### src/rtl/traffic_pkg.sv
// Shared constants for the traffic phase controller.
//   State codes : ST_ALLRED, ST_GREEN, ST_YELLOW, ST_FLASH (2-bit, matches state_o)
//   LED codes   : {red, yellow, green} per approach
//   max4        : helper for sizing the shared duration counter
package traffic_pkg;

  localparam logic [1:0] ST_ALLRED = 2'd0;
  localparam logic [1:0] ST_GREEN  = 2'd1;
  localparam logic [1:0] ST_YELLOW = 2'd2;
  localparam logic [1:0] ST_FLASH  = 2'd3;

  localparam logic [2:0] LED_RED = 3'b100;
  localparam logic [2:0] LED_YEL = 3'b010;
  localparam logic [2:0] LED_GRN = 3'b001;
  localparam logic [2:0] LED_OFF = 3'b000;

  function automatic int unsigned max4(input int unsigned a, input int unsigned b,
                                       input int unsigned c, input int unsigned d);
    int unsigned m;
    m = a;
    if (b > m) m = b;
    if (c > m) m = c;
    if (d > m) m = d;
    return m;
  endfunction

endpackage

### src/rtl/phase_timer.sv
// Shared duration counter: counts ticks within the current state.
//   clk, rst_n : clock, async active-low reset
//   tick_i     : time-base enable, count advances only when high
//   clr_i      : synchronous clear (state transition), has priority over tick
//   last_i     : terminal count (duration - 1) of the current state
//   cnt_o      : registered count
//   tc_c_o     : combinational terminal-count strobe (tick_i && cnt == last_i)
module phase_timer #(
  parameter int unsigned CW = 4
) (
  input  logic          clk,
  input  logic          rst_n,
  input  logic          tick_i,
  input  logic          clr_i,
  input  logic [CW-1:0] last_i,
  output logic [CW-1:0] cnt_o,
  output logic          tc_c_o
);

  logic [CW-1:0] cnt_q, cnt_d;

  // Next count
  always_comb begin
    cnt_d = cnt_q;
    if (clr_i) begin
      cnt_d = '0;
    end else if (tick_i) begin
      cnt_d = cnt_q + CW'(1);
    end
  end

  always_ff @(posedge clk or negedge rst_n) begin
    if (!rst_n) cnt_q <= '0;
    else        cnt_q <= cnt_d;
  end

  assign cnt_o  = cnt_q;
  assign tc_c_o = tick_i && (cnt_q == last_i);

endmodule

### src/rtl/traffic_phase_ctrl.sv
// Round-robin N-approach traffic controller: green -> yellow -> all-red per
// approach, timed in ticks, with a latched early-termination request.
//   clk, rst_n  : clock, async active-low reset
//   tick        : time-base enable
//   ped_req     : early-termination request (latched)
//   night_mode  : flashing-yellow hold (only when FLASH_MODE_EN is defined)
//   led_traffic : {red,yellow,green} per approach, registered
//   phase_o     : served approach index
//   state_o     : 0=ALLRED 1=GREEN 2=YELLOW 3=FLASH
// Optional feature macro: FLASH_MODE_EN
module traffic_phase_ctrl
  import traffic_pkg::*;
#(
  parameter int unsigned N_PHASES    = 2,
  parameter int unsigned T_GREEN     = 10,
  parameter int unsigned T_GREEN_MIN = 3,
  parameter int unsigned T_YELLOW    = 5,
  parameter int unsigned T_ALLRED    = 1
) (
  input  logic                    clk,
  input  logic                    rst_n,
  input  logic                    tick,
  input  logic                    ped_req,
`ifdef FLASH_MODE_EN
  input  logic                    night_mode,
`endif
  output logic [3*N_PHASES-1:0]   led_traffic,
  output logic [2:0]              phase_o,
  output logic [1:0]              state_o
);

  // ALLRED after reset or night mode still lasts at least one tick even when
  // the clearance between phases is skipped.
  localparam int unsigned T_AR_EFF = (T_ALLRED == 0) ? 1 : T_ALLRED;
  localparam int unsigned T_MAX    = max4(T_GREEN, T_YELLOW, T_ALLRED, 2);
  localparam int unsigned CW       = $clog2(T_MAX);

  logic [1:0]            state_q, state_d;
  logic [2:0]            phase_q, phase_d, phase_nxt;
  logic                  req_q, req_d;
  logic [3*N_PHASES-1:0] led_q, led_d;
  logic                  clr;
  logic [CW-1:0]         last, cnt;
  logic                  tc, early;
`ifdef FLASH_MODE_EN
  logic                  flash_q, flash_d;
`endif

  // Terminal count for the current state
  always_comb begin
    case (state_q)
      ST_GREEN:  last = CW'(T_GREEN - 1);
      ST_YELLOW: last = CW'(T_YELLOW - 1);
      default:   last = CW'(T_AR_EFF - 1);
    endcase
  end

  phase_timer #(.CW(CW)) u_timer (
    .clk    (clk),
    .rst_n  (rst_n),
    .tick_i (tick),
    .clr_i  (clr),
    .last_i (last),
    .cnt_o  (cnt),
    .tc_c_o (tc)
  );

  assign early     = tick && req_q && (cnt >= CW'(T_GREEN_MIN - 1));
  assign phase_nxt = (phase_q == 3'(N_PHASES - 1)) ? 3'd0 : phase_q + 3'd1;

  // Next state, phase and request latch
  always_comb begin
    state_d = state_q;
    phase_d = phase_q;
    clr     = 1'b0;
    req_d   = req_q | ped_req;
    case (state_q)
      ST_ALLRED: if (tc) begin
        state_d = ST_GREEN;
        phase_d = phase_nxt;
        clr     = 1'b1;
      end
      ST_GREEN: if (tc || early) begin
        // The request that ends green is consumed, even if re-asserted now.
        state_d = ST_YELLOW;
        clr     = 1'b1;
        req_d   = 1'b0;
      end
      ST_YELLOW: if (tc) begin
        clr = 1'b1;
        if (T_ALLRED == 0) begin
          state_d = ST_GREEN;
          phase_d = phase_nxt;
        end else begin
          state_d = ST_ALLRED;
        end
      end
      default: begin
        state_d = ST_ALLRED;
        clr     = 1'b1;
      end
    endcase
`ifdef FLASH_MODE_EN
    flash_d = 1'b1;
    if (night_mode) begin
      state_d = ST_FLASH;
      phase_d = phase_q;
      clr     = 1'b1;
      req_d   = req_q;
      flash_d = (state_q == ST_FLASH) ? (flash_q ^ tick) : 1'b1;
    end
`endif
  end

  // LED decode from next state so the outputs are registered alongside it
  always_comb begin
    led_d = '0;
    for (int k = 0; k < int'(N_PHASES); k++) begin
      led_d[3*k +: 3] = LED_RED;
      if (phase_d == 3'(k)) begin
        if (state_d == ST_GREEN)  led_d[3*k +: 3] = LED_GRN;
        if (state_d == ST_YELLOW) led_d[3*k +: 3] = LED_YEL;
      end
`ifdef FLASH_MODE_EN
      if (state_d == ST_FLASH) led_d[3*k +: 3] = flash_d ? LED_YEL : LED_OFF;
`endif
    end
  end

  always_ff @(posedge clk or negedge rst_n) begin
    if (!rst_n) begin
      state_q <= ST_ALLRED;
      phase_q <= 3'(N_PHASES - 1);
      req_q   <= 1'b0;
      led_q   <= {N_PHASES{LED_RED}};
    end else begin
      state_q <= state_d;
      phase_q <= phase_d;
      req_q   <= req_d;
      led_q   <= led_d;
    end
  end

`ifdef FLASH_MODE_EN
  always_ff @(posedge clk or negedge rst_n) begin
    if (!rst_n) flash_q <= 1'b0;
    else        flash_q <= flash_d;
  end
`endif

  assign led_traffic = led_q;
  assign phase_o     = phase_q;
  assign state_o     = state_q;

endmodule

### config.mk
export PLATFORM = sky130hd
export DESIGN_NAME = traffic_phase_ctrl
export DESIGN_NICKNAME = d
export VERILOG_FILES = /design/src/rtl/traffic_pkg.sv /design/src/rtl/phase_timer.sv /design/src/rtl/traffic_phase_ctrl.sv
export SDC_FILE = /design/constraint.sdc
export NUM_CORES = 1
export LEC_CHECK = 0
export CAP_MARGIN = 25
export CORE_MARGIN = 3
export CORE_UTILIZATION = 35
export DETAILED_ROUTE_END_ITERATION = 8
export PLACE_DENSITY = 0.66
export SLEW_MARGIN = 20
export SYNTH_ARGS = -nofsm -noshare
export SYNTH_HDL_FRONTEND = slang
export SYNTH_SLANG_ARGS = --single-unit
### constraint.sdc
create_clock -name clk -period 2.6 [get_ports clk]
set_input_delay 0.52 -clock clk [delete_from_list [all_inputs] [get_ports clk]]
set_output_delay 0.52 -clock clk [all_outputs]
set_load 0.1 [all_outputs]
### Word level (Yosys, flattened, before mapping)

Cells that the tools add are included.

| word-level totals | value |
|---|---|
| register bits | 16 |
| input port bits | 4 |
| output and inout bits | 11 |

| operators by class | value |
|---|---|
| add/sub/neg operators | 2 |
| $lt $le $gt $ge | 1 |
| eq/ne operators | 7 |
| muxes and demuxes | 19 |
| bitwise operators | 1 |
| reduce and logical (&&, ||, !) cells | 8 |

Operators by type and width:

| cell | number |
|---|---|
| $mux W3 | 7 |
| $mux W4 | 2 |
| $pmux W4 S2 | 1 |
| $eq A3 B1 Y1 const B | 2 |
| $mux W2 | 3 |
| $pmux W2 S3 | 1 |
| $add A4 B1 Y4 const B | 1 |
| $eq A2 B1 Y1 const B | 2 |
| $eq A2 B2 Y1 const B | 2 |
| $eq A4 B4 Y1 | 1 |
| $ge A4 B2 Y1 const B | 1 |
| $mux W1 | 4 |
| $add A3 B1 Y3 const B | 1 |
| $logic_and A1 B1 Y1 | 3 |
| $logic_not A3 Y1 | 1 |
| $logic_not A2 Y1 | 1 |
| $pmux W1 S2 | 1 |
| $reduce_bool A2 Y1 | 1 |
| $reduce_or A2 Y1 | 1 |
| $logic_or A1 B1 Y1 | 1 |
| $or A1 B1 Y1 | 1 |

### Longest topological paths before layout

Gate-level depths: netlist of run 1.

| depth | value |
|---|---|
| word-level depth | 11 |
| gate-level depth with buffers | 8 |

### By module

From an unflattened synthesis of run 1, not the netlist that was laid out.

| second synthesis, totals | value |
|---|---|
| cell total of the unflattened synthesis | 72 |
| area total of the unflattened synthesis | 807.0 um2 |

By module, submodules not included:

| module | times used | cells each | area each (um2) | seq. area each (um2) |
|---|---|---|---|---|
| traffic_phase_ctrl | 1 | 51 | 588.1 | 304.0 |
| phase_timer | 1 | 21 | 219.0 | 100.1 |

### Least setup slack after synthesis of run 1

OpenSTA, ideal clock, no wires.

| path | value |
|---|---|
| path type | register to register |
| from | reg state_q[1] (netlist: state_o[1]) |
| to | reg led_q[5] (netlist: led_traffic[5]) |
| arrival time | 1985 ps |
| required time | 2513 ps |
| path slack | 528 ps |
| stages on the path, launching flop included | 7 |
| clock period less this slack | 2072 ps |
| cells stage by stage | dfrtp_1 nor2b_1 o21ai_1 nor2_1 o21ai_0 ha_1 nand3b_1 |

| between the ends | value |
|---|---|
| longest elaborated chain between the ends | 11 |
| elaborated cells on any way between the ends | 19 |
| those cells by class | eq/ne: 6; mux: 10; reduce/logical: 3 |

Ends and longest elaborated chain:

| what | RTL line | RTL |
|---|---|---|
| start, declared | traffic_phase_ctrl.sv:38 | `logic [1:0] state_q, state_d;` |
| start signal, assigned | traffic_phase_ctrl.sv:137 | `state_q <= state_d;` |
| $eq A2 B2 Y1 / $eq A2 B1 Y1 (equally long branches) | traffic_phase_ctrl.sv:51, traffic_phase_ctrl.sv:77 |  |
| $pmux W4 S2 | traffic_phase_ctrl.sv:51 | `case (state_q)` |
| $eq A4 B4 Y1 | phase_timer.sv:38 | `assign tc_c_o = tick_i && (cnt_q == last_i);` |
| $logic_and A1 B1 Y1 | phase_timer.sv:38 |  |
| $logic_or A1 B1 Y1 | traffic_phase_ctrl.sv:83 | `ST_GREEN: if (tc \|\| early) begin` |
| $mux W2 | traffic_phase_ctrl.sv:83 |  |
| $pmux W2 S3 (*) | traffic_phase_ctrl.sv:77 | `case (state_q)` |
| named net state_d[1] | traffic_phase_ctrl.sv:38 |  |
| $eq A2 B1 Y1 | traffic_phase_ctrl.sv:121 | `if (state_d == ST_GREEN) led_d[3*k +: 3] = LED_GRN;` |
| $mux W3 | traffic_phase_ctrl.sv:121 |  |
| $mux W3 (*) | traffic_phase_ctrl.sv:122 | `if (state_d == ST_YELLOW) led_d[3*k +: 3] = LED_YEL;` |
| $mux W3 (*) | traffic_phase_ctrl.sv:120 | `if (phase_d == 3'(k)) begin` |
| named net led_d[5] | traffic_phase_ctrl.sv:41 | `logic [3*N_PHASES-1:0] led_q, led_d;` |
| end signal, assigned | traffic_phase_ctrl.sv:135 | `led_q <= {N_PHASES{LED_RED}};` |
| end signal, assigned | traffic_phase_ctrl.sv:140 | `led_q <= led_d;` |
| end, declared | traffic_phase_ctrl.sv:41 |  |

The timed path passes the listed nets; every way through them passes the cells marked *.
A chain may end at the register's enable or synchronous reset.

### Final worst setup path of run 1

| path | value |
|---|---|
| from | in tick |
| to | reg led_q[5] (netlist: led_traffic[5]) |

| between the ends | value |
|---|---|
| longest elaborated chain between the ends | 9 |
| elaborated cells on any way between the ends | 16 |
| those cells by class | eq/ne: 3; mux: 9; reduce/logical: 4 |

Ends and longest elaborated chain:

| what | RTL line | RTL |
|---|---|---|
| start, declared | traffic_phase_ctrl.sv:22 | `input logic tick,` |
| $logic_and A1 B1 Y1 (2 in series) | traffic_phase_ctrl.sv:68 | `assign early = tick && req_q && (cnt >= CW'(T_GREEN_MIN - 1));` |
| $logic_or A1 B1 Y1 | traffic_phase_ctrl.sv:83 |  |
| $mux W2 | traffic_phase_ctrl.sv:83 |  |
| $pmux W2 S3 (*) | traffic_phase_ctrl.sv:77 |  |
| named net state_d[1] | traffic_phase_ctrl.sv:38 |  |
| $eq A2 B1 Y1 | traffic_phase_ctrl.sv:121 |  |
| $mux W3 | traffic_phase_ctrl.sv:121 |  |
| $mux W3 (*) | traffic_phase_ctrl.sv:122 |  |
| $mux W3 (*) | traffic_phase_ctrl.sv:120 |  |
| named net led_d[5] | traffic_phase_ctrl.sv:41 |  |

Marked as above.

==> impl_summary.log, run 1 <==
[metrics] Post-Syn Nets: 86
[metrics] area grow syn2layout: 18.54%
[metrics] Filler Cells Inserted: 214
[metrics] Worst slew margin: 0.5199
[metrics] critical path startpoint category: input port
[metrics] first-pass GRT wire length: 2849 um
[metrics] post-synth cell types: 35
[metrics] element type at the critical path end: flip-flop
[metrics] list of most frequent post-synthesis cells: sky130_fd_sc_hd__dfrtp_1 (13), sky130_fd_sc_hd__nand2_1 (7), sky130_fd_sc_hd__nor2_1 (7), sky130_fd_sc_hd__ha_1 (4)
[metrics] Post-CTS Hold Fix Bufs: 0
[metrics] final setup violation count: 0
[metrics] Critical Path Max Stage Delay: 0.47 ns
[metrics] area of the core region: 2276 um2
[metrics] worst min path class: flip-flop to flip-flop
[metrics] sequential fraction of the synthesis area: 0.4715
[metrics] deepest level of the CTS H-tree: 1
[metrics] number of antenna violations at the first check in global routing: 0
[metrics] DP Wirelength: 1214 um
[metrics] vias after detailed routing: 594
[metrics] required time of the critical path: 2.80 ns
[metrics] buffers from clock root to sink, at most: 2
[metrics] final number of max-transition violations: 0
[metrics] Buffers on Ports: 14
[metrics] worst setup slack after placement: 0.3368 ns
[metrics] iteration count of the initial detailed-routing pass: 4
[metrics] setup repair after global routing missed its margin: false
[metrics] num ports: 15
[metrics] average instance area after synthesis: 10.99 um2
[metrics] depth of the worst register-to-register path: 8
[metrics] Post-Route Skew: 0.01042 ns
[metrics] Tcrit/Tclk final: 0.7620
[metrics] CTS tree: built
[metrics] met2 Use GR: 0.1807
[metrics] synthesized flop and latch total: 16
[metrics] clock slew at reported path FFs: 0.10 ns
[metrics] aggregate negative setup slack: 0 ns
[metrics] root buf cell: sky130_fd_sc_hd__clkbuf_4
[metrics] weighted congestion at the end of routability-driven global placement: 0.7271
[metrics] fraction of layout instances using a drive strength above 1: 0.2632
[metrics] count of nets after finishing: 104
[metrics] Post-synth top flop: sky130_fd_sc_hd__dfrtp_1
[metrics] Critical Path, Cell by Cell: clkdlybuf4s50_1, or3b_1, o22ai_1, nand2_1, o21ai_0, ha_1, nand3b_1
[metrics] CP arrival: 2.19 ns
[metrics] total routing resource utilization after global routing: 0.1166
[metrics] clock latency of the later-clocked register in the worst-skew pair: 0.28 ns
[metrics] Final WS setup: 0.6187 ns
[metrics] area share of the largest cell type after synthesis: 0.3796
[metrics] buffers inserted during post-CTS setup optimization: 0
[metrics] n_diodes: 0
[metrics] violation count after the first detailed-route iteration: 15
[metrics] max-cap viol count: 0
[metrics] area leader, netlist: sky130_fd_sc_hd__dfrtp_1
[metrics] CP Max Fanout: 3
[metrics] vias in the first global route: 601
[metrics] total count of hold-check failures in the final report: 0
[metrics] maximum number of pins on one net before global-route repair: 17
[metrics] initial core utilization: 0.3766
[metrics] area occupied by registers: 404.1 um2
[metrics] minimum period implied by the final worst setup slack: 1.981 ns
[metrics] total area of multi-input combinational cells: 419.2 um2
[metrics] type of the worst setup path: input port to flip-flop
[metrics] total clock sinks: 16
[metrics] fraction of met1 tracks used by global routing: 0.1516
[metrics] gate count of the mapped netlist: 78
[metrics] Routed Antenna Nets: 0
[metrics] cell area after synthesis: 857.1 um2
[metrics] width of the die: 55.49 um
[metrics] Die Area: 3079 um2
[metrics] share of flip-flops with an asynchronous set or reset after synthesis: 1.000
[metrics] count of flip-flops with a built-in enable after synthesis: 0
[metrics] busiest layer in global routing: met2
[metrics] top-count cell post-synth: sky130_fd_sc_hd__dfrtp_1
[metrics] number of clock buffers inserted by TritonCTS: 3
[metrics] Slowest-stage cell, CP: sky130_fd_sc_hd__clkdlybuf4s50_1
[metrics] row count: 17
[metrics] worst slew pin tran: 0.7178 ns
[metrics] met3 usage in global routing: 0.03037
[metrics] routed wire length: 1580 um
[metrics] Area contributors post-synth: sky130_fd_sc_hd__dfrtp_1 (38%), sky130_fd_sc_hd__dfstp_2 (9.2%), sky130_fd_sc_hd__ha_1 (5.8%), sky130_fd_sc_hd__nand2_1 (3.1%), sky130_fd_sc_hd__nor2_1 (3.1%)
[metrics] warnings from Yosys: 0
[metrics] Cells on Worst Hold Path: 1
[metrics] vertical extent of the die: 55.49 um
[metrics] number of gates given a new drive strength after cts: 0
[metrics] Avg WL per Cell: 12.85 um
[metrics] post-route DRC violation count: 0
[metrics] outcome: finished, final reports clean
[metrics] Max Fclk: 504.7 MHz
[metrics] overall overflow remaining after global route: 0
[metrics] vias per std cell: 4.829
[stage by stage]
stage | cell area [um2] | cells | util | hold slack, ns
floorplan | 857.1 | 78 | - | 0.2244
global placement | 989.7 | 119 | 0.4349 | 0.5027
detailed placement | 989.7 | 119 | 0.4349 | 0.4934
CTS | 1016 | 123 | 0.4464 | 0.5307
global route | 1016 | 123 | 0.4464 | 0.5564
finish | 1016 | 123 | 0.4464 | 0.5243
[layout by cell type (no fill, tap or decap), drive strengths merged, types with 2 or more instances in the layout]
master	count
xnor2	4
nand3	2
o21a	2
buf	12
and2	2
clkdlybuf4s50	3
o21ai	4
dfstp	3
xor2	2
nand2b	2
nor2b	2
and3	3
nand2	7
and2b	2
nor4	2
nor2	8
dfrtp	13
inv	3
clkbuf	4
ha	4
[worst paths after layout]
check	endpoint	startpoint	slack (ns)
setup / recovery	led_traffic[5]$_DFF_PN1_	tick	0.62
hold / removal	req_q$_DFF_PN0_	req_q$_DFF_PN0_	0.52
setup reg to reg	led_traffic[5]$_DFF_PN1_	u_timer.cnt_o[0]$_DFFE_PN0P_	0.68
hold reg to reg	req_q$_DFF_PN0_	req_q$_DFF_PN0_	0.52
max in group asynchronous	u_timer.cnt_o[2]$_DFFE_PN0P_	rst_n	1.49
min in group asynchronous	u_timer.cnt_o[1]$_DFFE_PN0P_	rst_n	0.65
[sequential cells by signal, summed over array words and instances (netlist names)]
register       cells
state_o            2
req_q              1
phase_o            3
u_timer.cnt_o      4
led_traffic        6
[metal layers]
metal | share of wire | wire length (um)
met4 | 0.0076 | 12
met3 | 0.036 | 57
met5 | 0 | 0
met2 | 0.50 | 788
met1 | 0.46 | 722
[worst max-delay path: cells and delay by family]
kind | cells | cell delay, ns
compound gates | 2 | 0.29
fa+ha+maj | 1 | 0.28
buf+inv | 1 | 0.47
simple gates | 3 | 0.64
[cells by family (layout without fill, tap and decap cells)]
kind of cell | count (synthesis) | in the layout | share of synthesized area
mux | 2 | 2 | 0.02919
xor+xnor | 6 | 6 | 0.07009
flops | 16 | 16 | 0.4715
simple gates | 35 | 35 | 0.2526
fa+ha+maj | 4 | 4 | 0.05840
buf+inv | 5 | 22 | 0.03941
compound gates | 10 | 10 | 0.07883
[cell type report]
type,instances,area share
inverter,3,0.01108
tap,28,0.03448
multi-input combinational,57,0.4126
clock buffer,4,0.02586
sequential,16,0.3978
timing repair buffer,15,0.1182
Power of run 1 is not shown: default switching activity piles up to over one toggle a cycle in this logic, so the estimate is an artifact.
==> run 2: changes to the inputs <==
Clock period 2.6 ns to 2 ns, I/O delays scaled along.
==> impl_summary.log, run 2 (synthesized netlist as in run 1, its figures left out) <==
[metrics] outcome: finished, final reports clean
[metrics] Largest register FFs: 6
[metrics] routed wire length: 1581 um
[metrics] placed cell count: 127
[metrics] Critical Path Max Stage Delay: 0.47 ns
[metrics] CP arrival: 2.03 ns
[metrics] aggregate negative setup slack: 0 ns
[metrics] first-pass GRT wire length: 2863 um
[metrics] initial core utilization: 0.3766
[metrics] Slowest-stage cell, CP: sky130_fd_sc_hd__clkdlybuf4s50_1
[metrics] post-route DRC violation count: 0
[metrics] top library cells by usage in the layout, fill and taps aside: sky130_fd_sc_hd__buf_4 (13), sky130_fd_sc_hd__dfrtp_1 (10), sky130_fd_sc_hd__nand2_1 (7), sky130_fd_sc_hd__nor2_1 (7), sky130_fd_sc_hd__buf_12 (7)
[metrics] final number of max-transition violations: 0
[metrics] setup repair after global routing missed its margin: false
[metrics] type of the worst setup path: input port to flip-flop
[metrics] Tcrit/Tclk final: 0.9105
[metrics] total count of hold-check failures in the final report: 0
[metrics] buffers inserted during post-CTS setup optimization: 0
[metrics] element type at the critical path end: flip-flop
[metrics] critical path startpoint category: input port
[metrics] weighted congestion at the end of routability-driven global placement: 0.8259
[metrics] DP Wirelength: 1234 um
[metrics] final setup violation count: 0
[metrics] clock slew at reported path FFs: 0.10 ns
[metrics] Worst slew margin: 0.7859
[metrics] vias after detailed routing: 615
[metrics] Static Leakage: 0.5428 nW
[metrics] minimum period implied by the final worst setup slack: 1.821 ns
[metrics] area occupied by registers: 407.9 um2
[metrics] total routing resource utilization after global routing: 0.1165
[metrics] vias per std cell: 4.695
[metrics] Filler Cells Inserted: 198
[metrics] fraction of layout instances using a drive strength above 1: 0.3786
[metrics] area grow syn2layout: 38.54%
[metrics] buffers from clock root to sink, at most: 2
[metrics] most common cell after layout, fill and taps aside: sky130_fd_sc_hd__buf_4
[metrics] number of antenna violations at the first check in global routing: 0
[metrics] vertical extent of the die: 55.49 um
[metrics] overall overflow remaining after global route: 0
[metrics] clock latency of the later-clocked register in the worst-skew pair: 0.29 ns
[metrics] vias in the first global route: 634
[metrics] Die Area: 3079 um2
[metrics] violation count after the first detailed-route iteration: 1
[metrics] required time of the critical path: 2.21 ns
[metrics] maximum number of pins on one net before global-route repair: 11
[metrics] width of the die: 55.49 um
[metrics] CTS tree: built
[metrics] Max Fclk: 549.1 MHz
[metrics] peak supply drop: 0.7336 mV
[metrics] Critical Path, Cell by Cell: clkdlybuf4s50_1, or3b_1, o22ai_2, nand2_1, o21ai_0, ha_1, nand3b_1
[metrics] origin of the critical flop-to-flop path: u_timer.cnt_o[1]$_DFFE_PN0P_
[metrics] Post-Route Skew: 0.006852 ns
[metrics] number of clock buffers inserted by TritonCTS: 3
[metrics] area of the core region: 2276 um2
[metrics] max-cap viol count: 0
[metrics] worst slew pin tran: 0.3212 ns
[metrics] total area of multi-input combinational cells: 429.2 um2
[metrics] CP Max Fanout: 3
[metrics] row count: 17
[metrics] first element of the critical path: tick
[metrics] num ports: 15
[metrics] count of nets after finishing: 112
[metrics] deepest level of the CTS H-tree: 1
[metrics] n_diodes: 0
[metrics] total clock sinks: 16
[metrics] Buffers on Ports: 14
[metrics] power density cells: 1718 nW/um2
[metrics] iteration count of the initial detailed-routing pass: 3
[metrics] Routed Antenna Nets: 0
[metrics] root buf cell: sky130_fd_sc_hd__clkbuf_4
[metrics] Avg WL per Cell: 12.07 um
[metrics] worst min path class: input port to asynchronous set/reset pin
[metrics] count of placed standard cells in the final layout, fillers left out: 131
==> run 2: cell count changes in the layout (fill, tap and decap cells not counted), sizes merged <==
cell	previous run	this run
buf	12	20
==> run 2: worst paths after layout <==
kind,endpoint,slack [ns],cells past startpoint
min reg2reg,req_q$_DFF_PN0_,0.52,1
max reg2reg,led_traffic[5]$_DFF_PN1_,0.19,7
max in group asynchronous,led_traffic[2]$_DFF_PN1_,1.13,2
min in group clk,req_q$_DFF_PN0_,0.52,1
max,led_traffic[5]$_DFF_PN1_,0.18,7
min,req_q$_DFF_PN0_,0.34,1
==> run 2: worst max-delay path, delay by kind of cell <==
| kind | cells | cell delay (ns) |
|---|---|---|
| AO/OA/AOI/OAI | 2 | 0.26 |
| buffers and inverters | 1 | 0.47 |
| AND/OR/NAND/NOR | 3 | 0.63 |
| adder cells (fa/ha/maj) | 1 | 0.28 |
==> run 2: report_power, final <==
group	total [W]	switching (W)	internal, W
combinational	0.00123	0.000763	0.000463
clock	0.000218	0.000107	0.000111
sequential	0.000597	0.000142	0.000454
total	0.00204	0.00101	0.00103
==> run 2: layer usage <==
layer	wire length [um]	share of wire	up-vias	track usage
li1	-	-	316	-
met1	774	0.49	284	0.1630
met2	730	0.46	11	0.1740
met3	42	0.027	4	0.01402
met4	33	0.021	0	0.06250
met5	0	0	-	0
==> run 2: final cells by class <==
cell class	count	share of cell area
Tap cell	28	0.02950
Inverter	3	0.009484
Sequential cell	16	0.3435
Timing Repair Buffer	23	0.2255
Multi-Input combinational cell	57	0.3614
Clock buffer	4	0.03056
==> run 2: per-stage QoR <==
step / util / instance area (um2) / hold slack (ns) / worst slack, ns / total power, W
3_3_place_gp: 0.5008 / 1140 / 0.5048 / -0.1075 / 0.001804
3_5_place_dp: 0.5008 / 1140 / 0.5055 / -0.1361 / 0.001817
6_report: 0.5217 / 1187 / 0.3418 / 0.1790 / 0.002040
2_1_floorplan: - / 859.6 / 0.1044 / 0.1825 / 0.001455
4_1_cts: 0.5168 / 1176 / 0.3416 / 0.1027 / 0.002044
5_1_grt: 0.5217 / 1187 / 0.3539 / 0.02309 / 0.002182
==> run 2: timing repair <==
| action | 4_1_cts | 5_1_grt |
|---|---|---|
| hold buffers | 0 | 0 |
| setup endpoints to repair | 0 | 2 |
| resized for setup | 0 | 3 |
No activity file was read; power rests on OpenSTA's default activity.
==> run 3: changes to the inputs <==
Settings changed: ABC_AREA set to 1, CTS_BUF_LIST set to sky130_fd_sc_hd__clkbuf_2.
==> impl_summary.log, run 3 <==
[metrics] routed wire length: 1913 um
[metrics] vias in the first global route: 786
[metrics] CP Max Fanout: 4
[metrics] count of placed standard cells in the final layout, fillers left out: 162
[metrics] Area contributors post-synth: sky130_fd_sc_hd__dfrtp_1 (37%), sky130_fd_sc_hd__nand2_1 (9.3%), sky130_fd_sc_hd__dfstp_2 (8.9%), sky130_fd_sc_hd__inv_1 (5.9%), sky130_fd_sc_hd__ha_1 (5.6%)
[metrics] area of the core region: 2318 um2
[metrics] vertical extent of the die: 56.38 um
[metrics] most common cell after layout, fill and taps aside: sky130_fd_sc_hd__nand2_1
[metrics] total routing resource utilization after global routing: 0.1323
[metrics] area grow syn2layout: 37.46%
[metrics] synthesized flop and latch total: 16
[metrics] max-cap viol count: 0
[metrics] Filler Cells Inserted: 218
[metrics] outcome: finished, final reports clean
[metrics] Buffers on Ports: 14
[metrics] num ports: 15
[metrics] element type at the critical path end: flip-flop
[metrics] Post-synth top flop: sky130_fd_sc_hd__dfrtp_1
[metrics] Avg WL per Cell: 11.81 um
[metrics] Post-Syn Nets: 112
[metrics] fraction of layout instances using a drive strength above 1: 0.4104
[metrics] worst setup slack after placement: -0.1841 ns
[metrics] final number of max-transition violations: 0
[metrics] first element of the critical path: u_timer.cnt_o[2]$_DFFE_PN0P_
[metrics] worst min path class: input port to asynchronous set/reset pin
[metrics] area leader, netlist: sky130_fd_sc_hd__dfrtp_1
[metrics] deepest level of the CTS H-tree: 1
[metrics] Largest register FFs: 6
[metrics] overall overflow remaining after global route: 0
[metrics] maximum number of pins on one net before global-route repair: 17
[metrics] end point of the critical path: led_traffic[5]$_DFF_PN1_
[metrics] n_diodes: 0
[metrics] post-route DRC violation count: 0
[metrics] Post-Route Skew: 0.008884 ns
[metrics] minimum period implied by the final worst setup slack: 1.863 ns
[metrics] row count: 17
[metrics] CTS tree: built
[metrics] sequential fraction of the synthesis area: 0.4549
[metrics] violation count after the first detailed-route iteration: 14
[metrics] width of the die: 56.38 um
[metrics] final core utilization: 0.5267
[metrics] vias after detailed routing: 762
[metrics] vias per std cell: 4.704
[metrics] weighted congestion at the end of routability-driven global placement: 0.7705
[metrics] post-synth cell types: 23
[metrics] Final WS setup: 0.1367 ns
[metrics] top-count cell post-synth: sky130_fd_sc_hd__nand2_1
[metrics] Tcrit/Tclk final: 0.9317
[metrics] Worst slew margin: 0.8234
[metrics] CP arrival: 2.09 ns
[metrics] worst reg2reg endpoint: led_traffic[5]$_DFF_PN1_
[metrics] count of nets after finishing: 143
[metrics] Routed Antenna Nets: 0
[metrics] total clock sinks: 16
[metrics] root buf cell: sky130_fd_sc_hd__clkbuf_2
[metrics] total count of hold-check failures in the final report: 0
[metrics] first-pass GRT wire length: 3353 um
[metrics] type of the worst setup path: flip-flop to flip-flop
[metrics] final setup violation count: 0
[metrics] DP Wirelength: 1482 um
[metrics] setup repair after global routing missed its margin: false
[metrics] list of most frequent post-synthesis cells: sky130_fd_sc_hd__nand2_1 (22), sky130_fd_sc_hd__inv_1 (14), sky130_fd_sc_hd__dfrtp_1 (13), sky130_fd_sc_hd__nor2_1 (8), sky130_fd_sc_hd__nand3_1 (5)
[metrics] depth of the worst register-to-register path: 13
[metrics] placed cell count: 155
[metrics] worst slew pin tran: 0.2621 ns
[metrics] top library cells by usage in the layout, fill and taps aside: sky130_fd_sc_hd__nand2_1 (21), sky130_fd_sc_hd__buf_4 (19), sky130_fd_sc_hd__inv_1 (12), sky130_fd_sc_hd__dfrtp_1 (11)
[metrics] gate count of the mapped netlist: 104
[metrics] clock slew at reported path FFs: 0.16 ns
[metrics] Die Area: 3179 um2
[metrics] warnings from Yosys: 0
[metrics] number of clock buffers inserted by TritonCTS: 3
[metrics] share of flip-flops with an asynchronous set or reset after synthesis: 1.000
[metrics] cell area after synthesis: 888.4 um2
[metrics] worst reg-to-reg setup slack: 0.14 ns
[metrics] critical path startpoint category: flip-flop
[metrics] clock latency of the later-clocked register in the worst-skew pair: 0.29 ns
[metrics] buffers from clock root to sink, at most: 2
[metrics] area share of the largest cell type after synthesis: 0.3662
[metrics] average instance area after synthesis: 8.542 um2
[metrics] iteration count of the initial detailed-routing pass: 4
[metrics] number of antenna violations at the first check in global routing: 0
[metrics] initial core utilization: 0.3832
[metrics] count of flip-flops with a built-in enable after synthesis: 0
[metrics] Max Fclk: 536.7 MHz
[metrics] origin of the critical flop-to-flop path: u_timer.cnt_o[2]$_DFFE_PN0P_
[metrics] required time of the critical path: 2.23 ns
run 3: through the flow:
| stage | hold slack, ns | instance area, um2 | setup TNS [ns] |
|---|---|---|---|
| 2_1_floorplan | 0.1044 | 895.9 | 0 |
| 3_3_place_gp | 0.5377 | 1161 | -0.4737 |
| 3_5_place_dp | 0.5365 | 1161 | -0.8519 |
| 4_1_cts | 0.3993 | 1180 | 0 |
| 5_1_grt | 0.4192 | 1221 | 0 |
| 6_report | 0.4016 | 1221 | 0 |
run 3: cell type report:
cell class                      instances  area [um2]  share of cell area
Timing Repair Buffer                   26       252.7              0.2070
Tap cell                               28       35.03             0.02869
Multi-Input combinational cell         70       435.4              0.3566
Clock buffer                            3       15.01             0.01230
Sequential cell                        16       411.6              0.3371
Inverter                               18       67.56             0.05533
Clock inverter                          1       3.754            0.003074
run 3: routing by layer:
layer / vias up / part of all wire / global-route usage
met4: 0 / 0.0063 / 0.04068
li1: 394 / - / -
met3: 2 / 0.036 / 0.02989
met5: - / 0 / 0
met1: 352 / 0.46 / 0.1755
met2: 14 / 0.49 / 0.2137
run 3: timing repair:
item,CTS,global route
buffers inserted,0,3
setup endpoints to repair,0,3
resized for setup,0,7
hold buffers,0,0
run 3: worst min path at each step:
| stage | from | end | slack [ns] | depth (start not counted) |
|---|---|---|---|---|
| floorplan | rst_n | led_traffic[0]$_DFF_PN0_ | 0.10 | 0 |
| finish | rst_n | req_q$_DFF_PN0_ | 0.40 | 2 |
| global route | rst_n | req_q$_DFF_PN0_ | 0.42 | 2 |
| global placement | req_q$_DFF_PN0_ | req_q$_DFF_PN0_ | 0.54 | 2 |
| detailed placement | req_q$_DFF_PN0_ | req_q$_DFF_PN0_ | 0.54 | 2 |
| CTS | rst_n | req_q$_DFF_PN0_ | 0.40 | 2 |
run 3: logic make-up after synthesis:
| logic type | share of synthesized area |
|---|---|
| AOI/OAI and AO/OA | 0.07183 |
| adders and majority gates | 0.05634 |
| buffers and inverters | 0.07605 |
| xor gates and xnor gates | 0.03944 |
| and+or+nand+nor | 0.3014 |
| DFF | 0.4549 |
run 3: critical path: stages, from the launching register on:
cell                      delay (ns)
sky130_fd_sc_hd__dfrtp_1        0.46
sky130_fd_sc_hd__nor2_2         0.22
sky130_fd_sc_hd__nand2_1        0.08
sky130_fd_sc_hd__nand2_1        0.11
sky130_fd_sc_hd__nor2_4         0.06
sky130_fd_sc_hd__nand2_4        0.05
sky130_fd_sc_hd__nand2_1        0.07
sky130_fd_sc_hd__inv_2          0.07
sky130_fd_sc_hd__nand2_2        0.05
sky130_fd_sc_hd__nand2_1        0.10
sky130_fd_sc_hd__inv_1          0.06
sky130_fd_sc_hd__ha_1           0.29
sky130_fd_sc_hd__inv_1          0.07
sky130_fd_sc_hd__nand4_1        0.09
Power of run 3 is left out for the same reason.
